--- src/rtl/universal_shift_register.sv ---
// Universal shift register: shifts, rotates, arithmetic right shift, load and clear,
// with a serial-input word counter that pulses word_valid_o on each completed word.
module universal_shift_register #(
  parameter int               WIDTH     = 8,
  parameter logic [WIDTH-1:0] RESET_VAL = '0
) (
  input  logic                     clk,
  input  logic                     reset,
  input  logic                     en_i,
  input  logic [2:0]               mode_i,
  input  logic                     ser_i,
  input  logic [WIDTH-1:0]         load_i,
  output logic [WIDTH-1:0]         sr_o,
  output logic                     ser_o,
  output logic                     word_valid_o,
  output logic [$clog2(WIDTH)-1:0] shift_cnt_o
);

  localparam int CW = $clog2(WIDTH);
  localparam logic [CW-1:0] CNT_MAX = CW'(WIDTH - 1);

  localparam logic [2:0] MODE_HOLD  = 3'd0;
  localparam logic [2:0] MODE_SL    = 3'd1;
  localparam logic [2:0] MODE_SR    = 3'd2;
  localparam logic [2:0] MODE_ROL   = 3'd3;
  localparam logic [2:0] MODE_ROR   = 3'd4;
  localparam logic [2:0] MODE_ASR   = 3'd5;
  localparam logic [2:0] MODE_LOAD  = 3'd6;
  localparam logic [2:0] MODE_CLEAR = 3'd7;

  logic [WIDTH-1:0] sr_q, sr_d;
  logic             ser_q, ser_d;
  logic             word_valid_q, word_valid_d;
  logic [CW-1:0]    shift_cnt_q, shift_cnt_d;
  logic             ser_shift;

  always_comb begin
    sr_d         = sr_q;
    ser_d        = ser_q;
    shift_cnt_d  = shift_cnt_q;
    word_valid_d = 1'b0;
    ser_shift    = 1'b0;
    if (en_i) begin
      case (mode_i)
        MODE_SL: begin
          sr_d      = {sr_q[WIDTH-2:0], ser_i};
          ser_d     = sr_q[WIDTH-1];
          ser_shift = 1'b1;
        end
        MODE_SR: begin
          sr_d      = {ser_i, sr_q[WIDTH-1:1]};
          ser_d     = sr_q[0];
          ser_shift = 1'b1;
        end
        MODE_ROL: begin
          sr_d  = {sr_q[WIDTH-2:0], sr_q[WIDTH-1]};
          ser_d = sr_q[WIDTH-1];
        end
        MODE_ROR: begin
          sr_d  = {sr_q[0], sr_q[WIDTH-1:1]};
          ser_d = sr_q[0];
        end
        MODE_ASR: begin
          sr_d  = {sr_q[WIDTH-1], sr_q[WIDTH-1:1]};
          ser_d = sr_q[0];
        end
        MODE_LOAD: begin
          sr_d        = load_i;
          shift_cnt_d = '0;
        end
        MODE_CLEAR: begin
          sr_d        = '0;
          shift_cnt_d = '0;
        end
        default: begin
          sr_d = sr_q;
        end
      endcase
    end
    // Direction is not tracked: SL and SR both advance the same word count.
    if (ser_shift) begin
      if (shift_cnt_q == CNT_MAX) begin
        shift_cnt_d  = '0;
        word_valid_d = 1'b1;
      end else begin
        shift_cnt_d = shift_cnt_q + 1'b1;
      end
    end
  end

  always_ff @(posedge clk) begin
    if (reset) begin
      sr_q         <= RESET_VAL;
      ser_q        <= 1'b0;
      word_valid_q <= 1'b0;
      shift_cnt_q  <= '0;
    end else begin
      sr_q         <= sr_d;
      ser_q        <= ser_d;
      word_valid_q <= word_valid_d;
      shift_cnt_q  <= shift_cnt_d;
    end
  end

  assign sr_o         = sr_q;
  assign ser_o        = ser_q;
  assign word_valid_o = word_valid_q;
  assign shift_cnt_o  = shift_cnt_q;

endmodule
--- config.mk ---
export PLATFORM = sky130hd
export DESIGN_NAME = universal_shift_register
export DESIGN_NICKNAME = d
export VERILOG_FILES = /design/src/rtl/universal_shift_register.sv
export SDC_FILE = /design/constraint.sdc
export NUM_CORES = 1
export LEC_CHECK = 0
export BUFFER_PORTS_ARGS = -buffer_cell sky130_fd_sc_hd__buf_2
export CAP_MARGIN = 20
export CORE_UTILIZATION = 48
export DETAILED_ROUTE_END_ITERATION = 6
export PLACE_DENSITY_LB_ADDON = 0.1
export SYNTH_ARGS = -nofsm -noshare
export SYNTH_HDL_FRONTEND = slang
export SYNTH_SLANG_ARGS = --single-unit
--- constraint.sdc ---
create_clock -name clk -period 1.98 [get_ports clk]
set_clock_uncertainty 0.2 [all_clocks]
set_input_delay 0.198 -clock clk [delete_from_list [all_inputs] [get_ports clk]]
set_output_delay 0.198 -clock clk [all_outputs]
set_load 0.02 [all_outputs]
==> results list <==
* Largest net degree at the start of global routing: 17
- X dimension of the die: 43.1 um
- The hold violation count in the final report was 0.
- Setup repair after global routing left no endpoint under its margin.
- Number of instances in the synthesized netlist: 102
* TritonCTS clock tree: built
* Worst hold-check path type: in2reg
- I/O pin total: 28
- DRT met1 WL: 875 um
- Number of enable-type register cells in the synthesized netlist: 0
* DR iter-0 viols: 7
- dfxtp_1 takes more of the synthesized area than any other cell.
* Synth Area in XOR/XNOR: 0.0324
- In the final layout, the multi-input gates occupy 498 um2.
- Required time at the worst-slack endpoint: 1990 ps
- Ranked by total cell area, the synthesized netlist is headed by dfxtp_1 (32%), a21oi_1 (9.9%), a311oi_1 (6.5%).
- The first global-routing pass estimated 3.28 mm of wire.
- In the routed design, unresolved DRC markers number 0.
- Die H: 43.1 um
- Initial antenna violation count: 0
- Final Critical Period: 1680 ps
- Most numerous cell types in the synthesized netlist: a21oi_1 (16), dfxtp_1 (13), nand2_1 (11), nor2_1 (8)
* Normalized max-slew margin: 0.724
- Number of violations of the max-capacitance limit: 0
- The number of pins with negative max-slew slack in the final report came to 0.
- In the final design database the tool counted 146 nets.
- Clock tree sinks: 13
- The synthesized design contains 13 register bits.
- Dividing the detail-routed wire length by the instance count gives 12.7 um.
- Detailed placement HPWL: 1.40 mm
* Share of the yosys chip area belonging to registers: 0.320
* Max Used Layer: met4
- Lkg Pwr: 0.408 nW
* Clock transition at path regs: 80 ps
- The number of setup buffers added after CTS is 0.
* Die Outline Area: 1860 um2
- The share of the synthesized area in compound gates (AO/OA/AOI/OAI) was 0.285.
- The most used flip-flop cell after synthesis is dfxtp_1.
- Yosys mapped the design onto 36 distinct sky130hd cell types.
* Portion of synthesized cell area occupied by the leading cell type: 0.320
- Net count of the mapped netlist: 119
* Setup WS pre-CTS: 365 ps
- Worst Setup End Kind: flip-flop
* Outcome: completed
- By area, the combinational part of the netlist is dominated by compound AO/OA/AOI/OAI gates.
- TritonCTS Buffers: 3
* Count of antenna-violating nets left after detailed routing: 0
- Detailed routing placed a total of 876 um of wire on met2.
- Fmax: 595 MHz
- Of the cells placed in the final design, the portion with a size suffix greater than 1 is 0.273.
* Number of global-route vias before repair: 782
- GRT Residual Overflow: 0
- In the post-route analysis, the smallest setup slack over all paths is 300 ps.
* Dominant cell by count in the synthesized netlist: a21oi_1
* Via density per instance: 5.74
- Overall via count from detail_route: 826
- The design draws 0.000603 W.
* Root buffer cell: clkbuf_4
- Wire segments on met3 add up to 50 um in the final route.
- Critical path class: in2reg
- The total area inside the core boundary comes to 1540 um2.
- The clock reaches the later pin of the worst-skew pair after 270 ps.
* Post-cts repair resize count: 0
* Mux cell area share after synthesis: 0.0262
* Warning count from the yosys run: 0
* Average footprint of a synthesized cell: 7.96 um2
* ANT cells: 0
- In this run the power density over the cells is 623 nW/um2.
- Along the worst path, the maximum fanout reaches 10.
- Final critical-path share of the clock period: 0.848
- At the pin with the least slew margin, the transition time is 414 ps.
* Adder-Cell Fraction of Synth Area: 0.0308
- Post-synthesis instance area: 812 um2
- Area used by sequential logic in the layout: 260 um2
* Final setup TNS: 0 ps
- After synthesis, the share of flip-flops with an asynchronous set or reset is 0.
* Number of placement rows: 14
- Data arrival time at the worst-slack endpoint: 1690 ps
- Setup violations remaining at the end of the flow were counted as 0.
* Clock Path Buffers: 2
- The final layout contains routed wiring with a total length of 1.83 mm.
- Relative to the synthesized area, the layout overhead comes to 19.3%.
* Drt pass-1 iters: 4
- Of the total synthesized cell area, the portion taken by AND, OR, NAND and NOR gates is 0.239.
- The count of buffers added on input and output ports is 27.
* Fillcell total: 161
- CTS built an H-tree with a depth of 1.
- Startpoint Class: input port
* All-layer global routing usage: 0.234
- The congestion estimate from routability-driven global placement came to 0.782.
- For this configuration, the core starts out at a cell density of 0.527.
- IR drop worst, VDD: 0.270 mV
==> critical path, cell delays in order <==
cell and delay (ps):
dlygate4sd3_1 530, buf_2 160, clkinv_1 240, nor3b_1 350, nand2_1 100, a21oi_1 110
==> path summary, 6_finish.rpt <==
check,from,to,slack [ps],depth (start not counted)
hold reg to reg,shift_cnt_o[1],shift_cnt_o[1],310,2
setup reg to reg,shift_cnt_o[0],shift_cnt_o[0],520,4
hold / removal,reset,ser_o,70,2
setup / recovery,en_i,shift_cnt_o[1],300,6
==> cell usage in the layout (no fill, tap or decap), types with 2 or more instances in the layout <==
| master | netlist | layout |
|---|---|---|
| buf_2 | 4 | 27 |
| a21oi_1 | 16 | 16 |
| dfxtp_1 | 13 | 13 |
| nand2_1 | 11 | 11 |
| nor2_1 | 8 | 8 |
| or2_0 | 6 | 6 |
| a311oi_1 | 6 | 6 |
| o21ai_1 | 5 | 5 |
| clkbuf_4 | 0 | 3 |
| inv_1 | 2 | 2 |
| xor2_1 | 2 | 2 |
| nand3b_1 | 2 | 2 |
| nor3b_1 | 2 | 2 |
| ha_1 | 2 | 2 |
==> kinds of logic (layout without fill, tap and decap cells) <==
group	count (synthesis)	in the layout
AO/OA/AOI/OAI	35	35
multiplexers	2	2
buffers and inverters	10	36
flip-flops	13	13
adder cells (fa/ha/maj)	2	2
AND/OR/NAND/NOR	37	37
XOR/XNOR	3	3
==> where the power goes <==
| group | internal, W | switching, W |
|---|---|---|
| logic | 0.0000607 | 0.0000896 |
| clock network | 0.0000780 | 0.0000832 |
| registers | 0.000277 | 0.0000147 |
| total | 0.000415 | 0.000187 |
==> per-stage QoR <==
stage | area, um2 | std cells | util | hold slack, ps
3_3_place_gp | 932 | 139 | 0.605 | 260
5_1_grt | 968 | 144 | 0.628 | 91.1
4_1_cts | 968 | 144 | 0.628 | 72.2
3_5_place_dp | 932 | 139 | 0.605 | 269
2_1_floorplan | 812 | 102 | - | 70.1
6_report | 968 | 144 | 0.628 | 74.4
==> state kept, by name, indices dropped and copies added, names as in the netlist <==
name	flops
word_valid_o	1
sr_o	8
ser_o	1
shift_cnt_o	3
==> repair_timing <==
item / in CTS / in global routing
endpoints found under the hold margin: 1 / 0
hold buffers: 1 / 0
setup endpoints to repair: 0 / 0
==> routing by layer <==
layer | vias to the layer above | track usage
met5 | - | 0
met4 | 0 | 0.109
met3 | 4 | 0.0383
met2 | 23 | 0.382
met1 | 377 | 0.296
li1 | 422 | -
==> final cells by class <==
| class | instances | share of cell area |
|---|---|---|
| clock buffer | 4 | 0.0271 |
| multi-input combinational | 79 | 0.514 |
| timing repair buffer | 29 | 0.158 |
| inverter | 3 | 0.0116 |
| tap | 16 | 0.0207 |
| sequential | 13 | 0.269 |
Note: power is estimated with default switching activity, not from simulation.
